--- src/rtl/gpio_write_arbiter.sv ---
// Pin/pindir write arbiter: merges per-SM mapped writes with a host bus write,
// forces a starved bus write through, counts SM collisions, synchronizes pads.
module gpio_write_arbiter #(
  parameter int NUM_SM       = 4,
  parameter int STARVE_LIMIT = 15
) (
  input  logic                  clk,
  input  logic                  reset,
  input  logic [NUM_SM*32-1:0]  in_smPinsWriteData,
  input  logic [NUM_SM*32-1:0]  in_smPinsWriteMask,
  input  logic [NUM_SM*32-1:0]  in_smPinDirsWriteData,
  input  logic [NUM_SM*32-1:0]  in_smPinDirsWriteMask,
  input  logic [NUM_SM-1:0]     in_smEnable,
  input  logic                  in_busWriteValid,
  input  logic                  in_busWriteSel,
  input  logic [31:0]           in_busWriteData,
  input  logic [31:0]           in_busWriteMask,
  output logic                  out_busWriteReady,
  input  logic [31:0]           in_GPIO,
  input  logic [31:0]           in_syncBypass,
  output logic [31:0]           out_GPIO,
  output logic [31:0]           out_GPIOOutEnable,
  output logic [31:0]           out_GPIOSync,
  input  logic                  in_collisionClear,
  output logic [7:0]            out_collisionCount
);

  typedef enum logic [1:0] {IDLE, WAIT, FORCE} bus_state_e;

  localparam logic [7:0] LIMIT = 8'(STARVE_LIMIT);

  bus_state_e  state_q, state_d;
  logic [7:0]  wait_q, wait_d;
  logic [7:0]  coll_q, coll_d;
  logic [31:0] pins_q, pins_d, dirs_q, dirs_d;
  logic [31:0] sync1_q, sync2_q;

  logic [31:0] smp_mask, smp_data, smd_mask, smd_data;
  logic [31:0] collp, colld, mp, md;
  logic        collision, overlap, ready, accept, force_w;
  logic [31:0] bus_p, bus_d;

  function automatic logic [31:0] merge(input logic [31:0] q,
                                        input logic [31:0] lo_m, input logic [31:0] lo_d,
                                        input logic [31:0] hi_m, input logic [31:0] hi_d);
    return (((q & ~lo_m) | (lo_d & lo_m)) & ~hi_m) | (hi_d & hi_m);
  endfunction

  // Later (higher-index) SMs overwrite earlier ones; any bit seen twice is a collision.
  always_comb begin
    smp_mask = '0;
    smp_data = '0;
    smd_mask = '0;
    smd_data = '0;
    collp    = '0;
    colld    = '0;
    mp       = '0;
    md       = '0;
    for (int i = 0; i < NUM_SM; i++) begin
      if (in_smEnable[i] && !reset) begin
        mp       = in_smPinsWriteMask[32*i +: 32];
        md       = in_smPinDirsWriteMask[32*i +: 32];
        collp    = collp | (smp_mask & mp);
        colld    = colld | (smd_mask & md);
        smp_data = (smp_data & ~mp) | (in_smPinsWriteData[32*i +: 32] & mp);
        smd_data = (smd_data & ~md) | (in_smPinDirsWriteData[32*i +: 32] & md);
        smp_mask = smp_mask | mp;
        smd_mask = smd_mask | md;
      end
    end
  end

  assign collision = (|collp) | (|colld);
  assign overlap   = |((in_busWriteSel ? smd_mask : smp_mask) & in_busWriteMask);
  assign force_w   = (state_q == FORCE);

  always_comb begin
    ready = 1'b0;
    if (!reset) ready = force_w ? 1'b1 : !overlap;
  end

  assign accept = in_busWriteValid && ready;
  assign bus_p  = (accept && !in_busWriteSel) ? in_busWriteMask : '0;
  assign bus_d  = (accept &&  in_busWriteSel) ? in_busWriteMask : '0;

  // In FORCE the bus wins over SMs; otherwise SMs win (no overlap unless mask is 0 anyway).
  always_comb begin
    if (force_w) begin
      pins_d = merge(pins_q, smp_mask, smp_data, bus_p, in_busWriteData);
      dirs_d = merge(dirs_q, smd_mask, smd_data, bus_d, in_busWriteData);
    end else begin
      pins_d = merge(pins_q, bus_p, in_busWriteData, smp_mask, smp_data);
      dirs_d = merge(dirs_q, bus_d, in_busWriteData, smd_mask, smd_data);
    end
  end

  // The stalled IDLE cycle counts as the first of STARVE_LIMIT stalled cycles.
  always_comb begin
    state_d = state_q;
    wait_d  = '0;
    case (state_q)
      IDLE: begin
        if (in_busWriteValid && !ready) begin
          if (LIMIT <= 8'd1) state_d = FORCE;
          else begin
            state_d = WAIT;
            wait_d  = 8'd1;
          end
        end
      end
      WAIT: begin
        if (!in_busWriteValid || ready) state_d = IDLE;
        else if (wait_q + 8'd1 >= LIMIT) state_d = FORCE;
        else wait_d = wait_q + 8'd1;
      end
      FORCE:   state_d = IDLE;
      default: state_d = IDLE;
    endcase
  end

  always_comb begin
    coll_d = coll_q;
    if (in_collisionClear) coll_d = collision ? 8'd1 : 8'd0;
    else if (collision && coll_q != 8'hFF) coll_d = coll_q + 8'd1;
  end

  always_ff @(posedge clk) begin
    if (reset) begin
      state_q <= IDLE;
      wait_q  <= '0;
      coll_q  <= '0;
      pins_q  <= '0;
      dirs_q  <= '0;
      sync1_q <= '0;
      sync2_q <= '0;
    end else begin
      state_q <= state_d;
      wait_q  <= wait_d;
      coll_q  <= coll_d;
      pins_q  <= pins_d;
      dirs_q  <= dirs_d;
      sync1_q <= in_GPIO;
      sync2_q <= sync1_q;
    end
  end

  assign out_busWriteReady  = ready;
  assign out_GPIO           = pins_q;
  assign out_GPIOOutEnable  = dirs_q;
  assign out_GPIOSync       = (in_syncBypass & in_GPIO) | (~in_syncBypass & sync2_q);
  assign out_collisionCount = coll_q;

endmodule

--- config.mk ---
export PLATFORM = sky130hd
export DESIGN_NAME = gpio_write_arbiter
export DESIGN_NICKNAME = d
export VERILOG_FILES = /design/src/rtl/gpio_write_arbiter.sv
export SDC_FILE = /design/constraint.sdc
export NUM_CORES = 1
export LEC_CHECK = 0
export ABC_AREA = 0
export CAP_MARGIN = 25
export CORE_AREA = 3 3 293 295
export CTS_CLUSTER_SIZE = 14
export DETAILED_ROUTE_END_ITERATION = 6
export DIE_AREA = 0 0 296 298
export GPL_ROUTABILITY_DRIVEN = 0
export PLACE_DENSITY_LB_ADDON = 0.05
export SETUP_SLACK_MARGIN = 0.1
export SLEW_MARGIN = 0
export SYNTH_ARGS = -nofsm -noshare
export SYNTH_HDL_FRONTEND = slang
export SYNTH_SLANG_ARGS = --single-unit
--- constraint.sdc ---
create_clock -name clk -period 5.2 [get_ports clk]
set_input_delay 1.3 -clock clk [delete_from_list [all_inputs] [get_ports clk]]
set_output_delay 1.3 -clock clk [all_outputs]
set_load 0.02 [all_outputs]
# Word level (Yosys, flattened, before mapping)
# Cells that the tools add are included.
# Widths: inputs -> output; s select.
# classes
n_mux	40
n_lt_le_gt_ge	1
eq_ne	5
reduce_logical	21
n_bitwise	72
addsub	2
# ops
cell	n
$and 32x32->32	35
$mux 32	27
$or 32x32->32	25
$not 32->32	11
$reduce_or 32->1	3
$mux 8	4
$add 8x1->8 const B	2
$pmux 8 s2	1
$logic_and 1x1->1	9
$ge 8x4->1 const B	1
$ne 8x8->1 const B	1
$mux 2	3
$logic_not 1->1	5
$mux 1	4
$pmux 2 s2	1
$ne 3x3->1 const B	1
$eq 2x1->1 const B	1
$eq 2x2->1 const B	1
$logic_not 2->1	1
$ne 2x2->1 const B	1
$reduce_and 2->1	1
$reduce_bool 2->1	1
$logic_or 1x1->1	1
$or 1x1->1	1
# totals
reg_bits	146
out_inout_bits	105
in_bits	649
word_cells	148

# Longest topological paths before layout
# Gate-level depths: netlist (run 1).
# depth
word_depth	24
depth_mapped	17
depth_no_buf	10

# Worst setup path before layout (run 1)
# No wires, ideal clock.
# synth_timing
path_kind	input to output
start	input port in_smEnable[0]
end	output port out_busWriteReady
t_arrival_ns	3.459
setup_slack_ns	0.441
cell_stages	10
path_cell_list	buf_6 buf_6 a222oi_1 a21oi_1 a222oi_1 o221ai_1 nor4_2 a31oi_1 clkbuf_1 nor2_1
# synth_via
elab_chain_cells	14
word_cells_on_any_way	21
cone_classes	11 x mux; 7 x bitwise; 3 x reduce/logical
# synth_rtl
element	line_no	rtl
start, declared	13	input logic [NUM_SM-1:0] in_smEnable,
$logic_and 1x1->1 *	60	if (in_smEnable[i] && !reset) begin
$mux 32	60	
$or 32x32->32 (on tied branches)	67, 68	
$mux 32	60	
$or 32x32->32 (on tied branches)	67, 68	
$mux 32	60	
$or 32x32->32 (on tied branches)	67, 68	
$mux 32	60	
$mux 32 *	74	assign overlap = |((in_busWriteSel ? smd_mask : smp_mask) & in_busWriteMask);
$and 32x32->32 *	74	
$reduce_or 32->1 *	74	
$logic_not 1->1 *	79	if (!reset) ready = force_w ? 1'b1 : !overlap;
$mux 1 * (2 in a row)	79	
end, declared	18	output logic out_busWriteReady,
# Mark *: on every way between the ends. The rest lies on a longest branch, timed or not.

# Worst setup path after layout (run 1)
# layout_timing
start	input port in_smPinsWriteMask[15]
end	output port out_busWriteReady
# layout_via
elab_chain_cells	13
# layout_rtl
element	line_no	rtl
start, declared	10	input logic [NUM_SM*32-1:0] in_smPinsWriteMask,
$mux 32 *	60	
$or 32x32->32	67	smp_mask = smp_mask | mp;
$mux 32 *	60	
$or 32x32->32	67	
$mux 32 *	60	
$or 32x32->32	67	
$mux 32 *	60	
$mux 32 *	74	
$and 32x32->32 *	74	
$reduce_or 32->1 *	74	
$logic_not 1->1 *	79	
$mux 1 * (2 in a row)	79	
# Marks and branches as above.

==> summary.md, run 1 <==
| Metric | Value |
|---|---|
| Combined flip-flop and latch cell area | about 3000 sq um |
| Remaining global-route overflow | 0 |
| Hold Vio Cnt, Final | 0 |
| Clock tree from TritonCTS | yes |
| Ys flop type | dfxtp_1 |
| Run status | complete, but fails checks |
| Startpoint type of the worst setup path | primary input |
| Post-synthesis register bit count | about 150 |
| Initial standard-cell utilization of the core | 0.174 |
| Max rail drop VDD | 0.233 mV |
| CTS HTree Levels | 4 |
| Clock transition at the registers of the reported paths | 0.07 ns |
| Number of instances in the synthesized netlist | 1977 |
| Clk_lat worst skew | ~0.46 ns |
| Warning count from the yosys run | 0 |
| Number of library cell types mapped by synthesis | 80 |
| Total detailed-routing wirelength | around 150000 um |
| Die Ht | around 300 um |
| Final min period | about 5.4 ns |
| Count of non-filler cells in the finished layout | 4189 |
| Number of buffers created by CTS | 17 |
| # hold bufs at CTS | 0 |
| Antenna violations before repair | 52 |
| Worst Setup Slack, final | -0.164 ns |
| Number of buffer and inverter instances along the worst setup path | 5 |
| Final hold slack | roughly 0.44 ns |
| Standard cell core area | about 83000 sq um |
| Routed len/inst | 35.0 um |
| PD cells | around 180 nW/um^2 |
| Pin count of the biggest net entering global routing | 84 |
| Longest Clk Path Bufs | 2 |
| Async set-or-reset flop fraction in the synthesized netlist | 0 |
| Max-cap check violation count | 0 |
| Drt via density | roughly 5.4 |
| DP Cell Count | approximately 4000 |
| Cells traversed along the worst timing path | clkdlybuf4s50_1, a222oi_1, buf_4, a21oi_2, a21oi_1, o211ai_1, nor4_2, buf_4, a31oi_4, nor2_4, buf_6, buf_12 |
| Hold WC Path Type | flop to flop |
| Final-stage net count | 3704 |
| Worst-case headroom to the max-slew limit | 0.153 |
| Vias post-DR | approximately 23000 |
| Port buffer count | 753 |
| Number of setup violations in the final report | 1 |
| DIE AREA | 88200 sq um |
| WP data arrival | between 4 and 5 ns |
| Area taken by multi-input logic gates | 10900 sq um |
| Avg Synthesized Cell Area | 7.35 sq um |
| Row Count | 106 |
| Maximum cell stage delay along the critical path | 0.54 ns |
| Critical path's slowest cell | a222oi_1 |
| Count of TritonRoute iterations in the first routing pass | 7 |
| Max Fclk | between 150 and 200 MHz |
| Setup TNS | -0.164 ns |
| Sequential share of the synthesized area | 0.201 |
| CP delay by family, top | buffers and inverters |
| Max FO, Critical Path | 3 |
| CP Data Required Time | a little under 4 ns |
| Number of primary I/O pins | roughly 750 |
| All-Layer GR Usage | 0.315 |
| Most used cell, CP | buf_4 |
| DRC violation count after routing | 3 |
| Share of final-layout standard cells stronger than drive strength 1 | 0.193 |
| Post-route clock skew | 0.0152 ns |
| Unrepaired setup endpoints after global routing | yes |
| Total Power | roughly 5000 uW |
| Count of nets left with antenna violations after detail routing | 0 |
| Starting DRT DRC Count | around 2600 |
| Total count of max-transition violations in the final report | 0 |
| Clock Sink Count | about 150 |
| CTS root buffer | clkbuf_16 |
| Violations in the final reports | design-rule violations, negative setup slack |
| Element type at the critical path end | output port |
| Area growth syn-to-layout | 88.1% |
| Transition at the pin with the smallest max-transition slack | approximately 1.3 ns |
| Total of fill cells in the finished design | between 8000 and 9000 |
| Dpl ws | -0.649 ns |
| Final HPWL DP | ~120000 um |
| Wire length of the first global-routing pass | around 190000 um |
| Width of the die | 296 um |
| Critical setup path kind | primary input to output port |
| Leakage power total | between 0.01 and 0.015 uW |
| Part of the cycle the worst path needs | 1.03 |
| Number of flops mapped to enable cells by yosys | 0 |
| Synthesized cell area | around 15000 sq um |
| Vias in the first global route | between 20000 and 25000 |
layout make-up:
type,instances,share of cell area
multi-input combinational,1631,0.399
sequential,146,0.107
antenna,44,0.00403
inverter,53,0.00728
clock inverter,15,0.00668
timing repair buffer,1203,0.411
clock buffer,17,0.0156
tap,1080,0.0494
metal layers:
layer	track usage	wire, um	share of wire
met3	0.0728	13100	0.089
met4	0.153	7110	0.049
met5	0	160	0.0011
met1	0.381	57200	0.39
met2	0.523	68900	0.47
cells in the final DEF (no fill, tap or decap), types with 67 or more instances in the layout:
cell type,synthesis,routed
buf_4,12,425
a21oi_1,84,80
a22oi_1,82,67
nor2b_1,103,100
nor2_1,116,112
nand2_1,270,270
clkdlybuf4s50_1,0,736
dfxtp_1,146,146
nand3_1,84,84
o211ai_1,69,69
what timing repair did:
| item | CTS | global route |
|---|---|---|
| resized for setup | 47 | 7 |
| pin swaps | 27 | 9 |
| setup endpoints to repair | 1 | 1 |
| gates cloned | 2 | 0 |
| endpoints found under the hold margin | 0 | 0 |
| buffers inserted | 12 | 1 |
where the power goes:
part           leakage (uW)  switching (uW)  total, uW  internal, uW
clock network      0.000292             618       1310           692
logic               0.00933            1260       2420          1160
registers           0.00120            45.1       1220          1180
worst register-to-register path: cells and delay by family (launching register included):
family / cells / cell delay (ns)
buffers and inverters: 2 / 0.39
AO/OA/AOI/OAI: 2 / 0.58
AND/OR/NAND/NOR: 4 / 1.22
flip-flops: 1 / 0.35
per-stage QoR:
stage | instance area, sq um | utilization
floorplan | 14500 | -
global placement | 26200 | 0.315
detailed placement | 26200 | 0.315
CTS | 27200 | 0.326
global route | 27300 | 0.327
finish | 27300 | 0.328
cell usage after synthesis, types with 40 or more instances:
cell type | instances | area, sq um
dfxtp_1 | 146 | 2920
buf_2 | 40 | 200
nand3_1 | 84 | 420
a221oi_1 | 41 | 359
nand2_1 | 270 | 1010
a22oi_1 | 82 | 616
nand3b_1 | 60 | 450
clkbuf_1 | 71 | 267
a31oi_1 | 62 | 388
a211oi_1 | 42 | 315
o211ai_1 | 69 | 518
inv_1 | 52 | 195
mux2i_1 | 63 | 631
mux2_2 | 52 | 586
a21oi_1 | 84 | 420
o21ai_0 | 66 | 330
nor2_1 | 116 | 435
nor2b_1 | 103 | 644
worst paths after layout:
path                                from                 to  slack (ns)  cells after the start
hold / removal                sync1_q[0]         sync2_q[0]        0.44                      1
setup / recovery  in_smPinsWriteMask[15]  out_busWriteReady       -0.16                     12
setup reg to reg              state_q[0]               flop        2.63                      8
hold reg to reg               sync1_q[0]         sync2_q[0]        0.44                      1
cells by family (layout without fill, tap and decap cells):
kind of cell	count (synthesis)	count (layout)	share of synthesized area
AOI/OAI and AO/OA	737	737	0.382
xor gates and xnor gates	2	2	0.00121
adders and majority gates	3	3	0.00258
buffers and inverters	203	1288	0.0658
DFF	146	146	0.201
muxes	115	115	0.0837
other	1	48	0.000258
and+or+nand+nor	770	770	0.264
(Power assumes the default switching activity.)
==> inputs of run 2 (changes only) <==
CAP_MARGIN = default   (was 25)
==> results of run 2 <==
Final layout, timing and power as in run 1 (identical DEF).
==> inputs of run 3 (changes only) <==
CELL_PAD_IN_SITES_DETAIL_PLACEMENT = 1   (was default)
CELL_PAD_IN_SITES_GLOBAL_PLACEMENT = 2   (was default)
CORE_AREA = 3 3 292 294   (was 3 3 293 295)
DIE_AREA = 0 0 295 297   (was 0 0 296 298)
==> run 3 against run 2 <==
- via count is 1.1% higher
- core utilization grew 1.1 points
- worst hold slack worse by 0.0012 ns
- combinational power rose by 4%
- sequential power is essentially flat
- the run now ends clean
- global-route usage is 1.4 points higher
- setup slack better by 0.17 ns
- register-to-register slack better by 0.06 ns
- clock power about the same
- clock-buffer cell count unchanged
- fmax up 3.2%
- largest cell class unchanged
- wire length up 4.0%
==> summary.md, run 3 (synthesized netlist as in run 1, its figures left out) <==
| Metric | Value |
|---|---|
| Startpoint of the most critical register-to-register path | state_q[0] |
| # hold bufs at CTS | 0 |
| Count of nets left with antenna violations after detail routing | 0 |
| Hold WC Path Type | flop to flop |
| Antenna violations before repair | 43 |
| Total of fill cells in the finished design | slightly below 10000 |
| Area growth syn-to-layout | 93.7% |
| Element type at the critical path end | output port |
| Max FO, Critical Path | 2 |
| Cells on Worst Hold Path | 1 |
| Routed len/inst | about 36 um |
| Commonest non-fill, non-tap cells in the layout | 731 x clkdlybuf4s50_1, 487 x buf_4, 270 x nand2_1 |
| Worst reg-to-reg setup slack | 2.69 ns |
| Initial standard-cell utilization of the core | 0.175 |
| Worst-case headroom to the max-slew limit | 0.0523 |
| Wire length of the first global-routing pass | approximately 200000 um |
| Dpl ws | -0.479 ns |
| Area taken by multi-input logic gates | around 11000 sq um |
| Final-stage net count | 3774 |
| Max rail drop VDD | about 0.24 mV |
| CTS root buffer | clkbuf_16 |
| Number of primary I/O pins | between 700 and 800 |
| Most frequent standard cell in the layout excluding fill and tap cells | clkdlybuf4s50_1 |
| All-Layer GR Usage | 0.329 |
| Standard cell core area | slightly above 80000 sq um |
| Core occupancy in the finished layout | 0.339 |
| Clk_lat worst skew | 0.46 ns |
| Row Count | about 110 |
| Clock transition at the registers of the reported paths | 0.08 ns |
| Hold Vio Cnt, Final | 0 |
| Final HPWL DP | between 100000 and 150000 um |
| Combined flip-flop and latch cell area | 2920 sq um |
| Number of setup violations in the final report | 0 |
| Transition at the pin with the smallest max-transition slack | about 1.4 ns |
| CTS HTree Levels | 4 |
| Longest Clk Path Bufs | 2 |
| Total met2 wirelength after detailed routing | approximately 71000 um |
| Total detailed-routing wirelength | ~150000 um |
| Starting DRT DRC Count | ~2200 |
| Drt via density | 5.42 |
| Worst Reg2Reg Path Length in Cells | 8 |
| Post-route clock skew | a little under 0.01 ns |
| WP data arrival | ~3.9 ns |
| Width of the die | 295 um |
| Remaining global-route overflow | 0 |
| Pin count of the biggest net entering global routing | between 50 and 60 |
| Count of TritonRoute iterations in the first routing pass | 6 |
| Startpoint type of the worst setup path | primary input |
| Met3 wirelength from detailed routing | approximately 12000 um |
| DIE AREA | between 80000 and 90000 sq um |
| Run status | finished, final reports clean |
| Number of buffers created by CTS | 17 |
| Final min period | 5.20 ns |
| Part of the cycle the worst path needs | 0.999 |
| Clock tree from TritonCTS | yes |
| Vias post-DR | roughly 23000 |
| Total Power | just over 5000 uW |
| Vias in the first global route | 23000 |
| Worst min-delay path endpoint | sync2_q[22] |
| Die Ht | just under 300 um |
| Max Fclk | slightly below 200 MHz |
| Worst Setup Slack, final | 0.00472 ns |
| Total count of max-transition violations in the final report | 0 |
| DRC violation count after routing | 0 |
| Port buffer count | ~750 |
| Leakage power total | ~0.011 uW |
| Clock Sink Count | between 100 and 150 |
| Worst hold start | sync1_q[22] |
| Top Metal Used | met5 |
| Unrepaired setup endpoints after global routing | yes |
| Max-cap check violation count | 0 |
| PD cells | 180 nW/um^2 |
| Critical setup path kind | primary input to output port |
| Wire length on met1 | 63800 um |
| CP Data Required Time | 3.90 ns |
| Share of final-layout standard cells stronger than drive strength 1 | 0.221 |
==> run 3: cell types whose count changed in the layout (fill, tap and decap cells not counted), sizes merged <==
cell	delta
bufbuf	-2
bufinv	-1
dlymetal6s2s	+6
inv	-1
clkinv	+2
clkdlybuf4s15	+1
dlygate4sd2	-2
clkdlybuf4s50	-5
diode	-8
clkbuf	+5
buf	+67
==> run 3: power breakdown <==
part           internal [uW]  switching (uW)
sequential              1180            44.8
combinational           1210            1310
clock                    654             669
total                   3040            2020
==> run 3: area by class of cell <==
class / instances / share of cell area
clock buffer: 17 / 0.0151
clock inverter: 15 / 0.00653
inverter: 53 / 0.00707
sequential: 146 / 0.104
timing repair buffer: 1273 / 0.423
antenna: 36 / 0.00320
multi-input combinational: 1631 / 0.394
tap: 1080 / 0.0480
==> run 3: critical path: stages <==
cell and delay, ns:
clkdlybuf4s50_1 0.59, a22oi_2 0.34, o211ai_1 0.22, a22oi_1 0.27, nand3_2 0.11, a2111oi_4 0.40, buf_4 0.20, a31oi_4 0.12
nor2_2 0.13, buf_6 0.12, buf_12 0.10
==> run 3: worst max path at each step <==
stage | start | endpoint | cells past startpoint
2_1_floorplan | in_smEnable[0] | out_busWriteReady | 10
3_3_place_gp | in_smEnable[0] | out_busWriteReady | 13
3_5_place_dp | in_smPinsWriteMask[58] | out_busWriteReady | 12
4_1_cts | in_smEnable[0] | out_busWriteReady | 15
5_1_grt | in_smPinsWriteMask[17] | out_busWriteReady | 11
6_report | in_smPinsWriteMask[16] | out_busWriteReady | 11
==> run 3: timing repair <==
item	4_1_cts	5_1_grt
endpoints found under the setup margin	1	1
pin swaps	38	36
buffers inserted	22	21
gates cloned	0	5
gates resized for setup	63	36
==> run 3: layer usage <==
metal	vias to the layer above	global-route usage
met1	11700	0.422
met5	-	0
met2	1089	0.542
met4	12	0.118
met3	185	0.0684
li1	10100	-
==> run 3: through the flow <==
stage | area [sq um] | setup TNS (ns) | instances | hold slack [ns]
2_1_floorplan | 14500 | 0 | 1980 | 0.414
3_3_place_gp | 26600 | -0.526 | 4135 | 0.417
3_5_place_dp | 26600 | -0.479 | 4135 | 0.428
4_1_cts | 27600 | -0.00240 | 4189 | 0.445
5_1_grt | 28100 | -0.0297 | 4238 | 0.460
6_report | 28100 | 0 | 4251 | 0.437
==> edit 1 (flow settings as in run 2) <==
Register the output `out_GPIOSync`, cleared by the reset; this adds one clock of latency there. The other outputs are not delayed to match.
--- a/src/rtl/gpio_write_arbiter.sv
+++ b/src/rtl/gpio_write_arbiter.sv
@@ -149,3 +149,9 @@
   assign out_GPIOOutEnable  = dirs_q;
-  assign out_GPIOSync       = (in_syncBypass & in_GPIO) | (~in_syncBypass & sync2_q);
+  always_ff @(posedge clk) begin
+    if (reset) begin
+      out_GPIOSync <= '0;
+    end else begin
+      out_GPIOSync <= (in_syncBypass & in_GPIO) | (~in_syncBypass & sync2_q);
+    end
+  end
   assign out_collisionCount = coll_q;
Behaviour: not the same (a bounded check fails within 4 cycles, from zero or initial values and one cycle with reset high).
==> edit 1 against run 2 <==
Sequential cell count is 32 higher. Wire length decreased by 5.6%. First-iteration DRC count down 20%. Worst setup slack better by 0.28 ns. Synthesized area is 3.2% lower. Sequential power grew 23%. Via count is 6.6% lower. Total power grew 6.3%. Final area shrank 0.56%. Critical path type unchanged. Critical endpoint unchanged. Largest power group unchanged.
==> edit 1: results (changes against run 2) <==
| Metric | Value |
|---|---|
| Top cells by count, synth | `nand2_1 (246), dfxtp_1 (178), nor2_1 (156) (was nand2_1 (270), dfxtp_1 (146), nor2_1 (116))` |
| Status | `finished, final reports clean (was finished with violations)` |
| Crit-path max FO | `14 (was 3)` |
| Largest net degree at the start of global routing | `59 (was 84)` |
| Worst Reg-to-Reg Cells | `6 (was 8)` |
| Met3 GRT Util | `0.08692 (was 0.07275)` |
| Synth cell types | `81 (was 80)` |
| R2r startpoint | `state_q[1]$_SDFFE_PP0P_ (was state_q[0]$_SDFFE_PP0P_)` |
| Met2 Routed Length | `64.43 mm (was 68.88 mm)` |
| Synth top area cells | `dfxtp_1 (25%), a22oi_1 (6.6%), nand2_1 (6.6%), mux2i_1 (6.0%), nor2_1 (4.2%) (was dfxtp_1 (20%), nand2_1 (7.0%), nor2b_1 (4.4%), mux2i_1 (4.3%), a22oi_1 (4.2%))` |
| Int Power | `0.003260 W (was 0.003026 W)` |
| Pwr/cell area | `193.6 nW/µm² (was 181.1 nW/µm²)` |
| WL/cell | `33.63 µm (was 34.95 µm)` |
| Total track usage | `0.2984 (was 0.3148)` |
| Final nets | `3617 (was 3704)` |
| Vias in the first global route | `21.10k (was 22.25k)` |
| DP Area | `25850 µm² (was 26240 µm²)` |
| Met2 Use GR | `0.4818 (was 0.5226)` |
| Setup Skew | `0.02143 ns (was 0.01519 ns)` |
| WP data arrival | `3.78 ns (was 4.06 ns)` |
| Combinational Power | `0.00233 W (was 0.00242 W)` |
| Met1 GRT Util | `0.3546 (was 0.3809)` |
| Worst vdd ir | `0.0001735 V (was 0.0002331 V)` |
| Synth Area in Adders | `0.002668 (was 0.002582)` |
| Cells after Synth | `1870 (was 1977)` |
| Via density | `5.183 (was 5.444)` |
| DP HPWL | `120.3 mm (was 124.5 mm)` |
| Wl on met1 | `53.99 mm (was 57.18 mm)` |
[edit 1: cell count changes in the layout (fill, tap and decap cells not counted), moves of 23 or more]
cell | before | now
nor2_1 | 112 | 155
a211oi_1 | 42 | 14
mux2_2 | 52 | 14
nand2_1 | 270 | 245
clkdlybuf4s50_1 | 736 | 713
a22oi_1 | 67 | 95
nor2b_1 | 100 | 76
dfxtp_1 | 146 | 178
o21ai_0 | 64 | 88
o211ai_1 | 69 | 20
[edit 1: final cells by class]
| type | count | area share |
|---|---|---|
| Antenna cell | 50 | 0.004603 |
| Clock buffer | 17 | 0.01565 |
| Clock inverter | 15 | 0.008423 |
| Inverter | 53 | 0.007318 |
| Multi-Input combinational cell | 1512 | 0.3725 |
| Sequential cell | 178 | 0.1311 |
| Tap cell | 1080 | 0.04971 |
| Timing Repair Buffer | 1203 | 0.4107 |
[edit 1: what timing repair did]
action                                  CTS  global route
buffers inserted                         10             7
gates resized for setup                  96            34
endpoints found under the setup margin    1             1
pin swaps                                40            32
==> edit 2 (settings of run 2) <==
Without the edit above. The parameter `NUM_SM` goes from 4 to 2.
--- a/src/rtl/gpio_write_arbiter.sv
+++ b/src/rtl/gpio_write_arbiter.sv
@@ -3,3 +3,3 @@
 module gpio_write_arbiter #(
-  parameter int NUM_SM       = 4,
+  parameter int NUM_SM       = 2,
   parameter int STARVE_LIMIT = 15
Ports: changed (5 resized); port bits go from 754 to 496. The function was not compared with the original's and may differ.
==> edit 2 against run 2 <==
Final area is 36% lower. Register-to-register slack better by 0.40 ns. Critical path depth is 2 lower. Sequential share of layout area is 6.1 points higher. Final cell count is 30% lower. Synthesized area is 32% lower. Worst setup slack better by 0.35 ns. Combinational power is 48% lower. Hold slack worse by 0.0047 ns. Sequential cell count stayed put. Wire length is 46% lower. Total power is 23% lower.
==> edit 2: results (changes against run 2) <==
| Metric | Value |
|---|---|
| Flop pwr share | `0.320 (was 0.247)` |
| Synth cell types | `49 (was 80)` |
| R2r startpoint | `out_collisionCount[3]$_SDFFE_PP0P_ (was state_q[0]$_SDFFE_PP0P_)` |
| Fillers | `9293 (was 8945)` |
| Pwr/cell area | `219.4 nW/µm² (was 181.1 nW/µm²)` |
| Met1 GRT Util | `0.2032 (was 0.3809)` |
| Psw | `0.001355 W (was 0.001924 W)` |
| Top cells by count, synth | `nand2_1 (334), dfxtp_1 (146), a21oi_1 (140) (was nand2_1 (270), dfxtp_1 (146), nor2_1 (116))` |
| Drt initial violations | `706 (was 2568)` |
| Vias | `12.28k (was 22.80k)` |
| Clock Latency Late Sink | `0.49 ns (was 0.46 ns)` |
| Clock power frac | `0.349 (was 0.264)` |
| Post-synthesis sequential area ratio | `0.2961 (was 0.2011)` |
| Via density | `4.179 (was 5.444)` |
| Met3 GRT Util | `0.06098 (was 0.07275)` |
| PostCTS Resize Cnt | `2 (was 47)` |
| IO Port Bufs | `495 (was 753)` |
| Slowest stage delay, CP | `0.49 ns (was 0.54 ns)` |
| Mux contribution to synthesized area | `0.03752 (was 0.08367)` |
| DP HPWL | `64.04 mm (was 124.5 mm)` |
| Crit-path max FO | `20 (was 3)` |
| Met2 Use GR | `0.3054 (was 0.5226)` |
| Setup Skew | `0.01929 ns (was 0.01519 ns)` |
| LEAKAGE | `6.836 nW (was 10.82 nW)` |
| Status | `finished, final reports clean (was finished with violations)` |
[edit 2: cell count changes after synthesis, moves of 58 or more]
cell      delta
o21ai_0     -62
nand3b_1    -59
a21o_1      +58
nor2_1     -106
mux2i_1     -62
nand2_1     +64
a31oi_1     -61
o211ai_1    -69
a211oi_2    +64
[edit 2: path summary, 6_finish.rpt]
kind / endpoint / slack (ns) / cells past startpoint
max: out_busWriteReady / 0.19 / 10
min: sync2_q[2]$_SDFF_PP0_ / 0.43 / 1
max reg2reg: out_collisionCount[7]$_SDFFE_PP0P_ / 3.03 / 7
min reg2reg: sync2_q[2]$_SDFF_PP0_ / 0.43 / 1
[edit 2: metal layers]
layer,up-vias,routed length (µm)
met5,-,270
met4,42,1239
met3,93,6414
met2,457,38950
met1,5857,32240
li1,5830,-
[edit 2: cell type report]
type	instances	share of cell area
diodes	9	0.001296
clock buffers	18	0.02528
clock inverters	14	0.007923
inverters	4	0.0008643
multi-input cells	1039	0.3685
flip-flops and latches	146	0.1683
well taps	1080	0.07779
repair buffers	628	0.3501
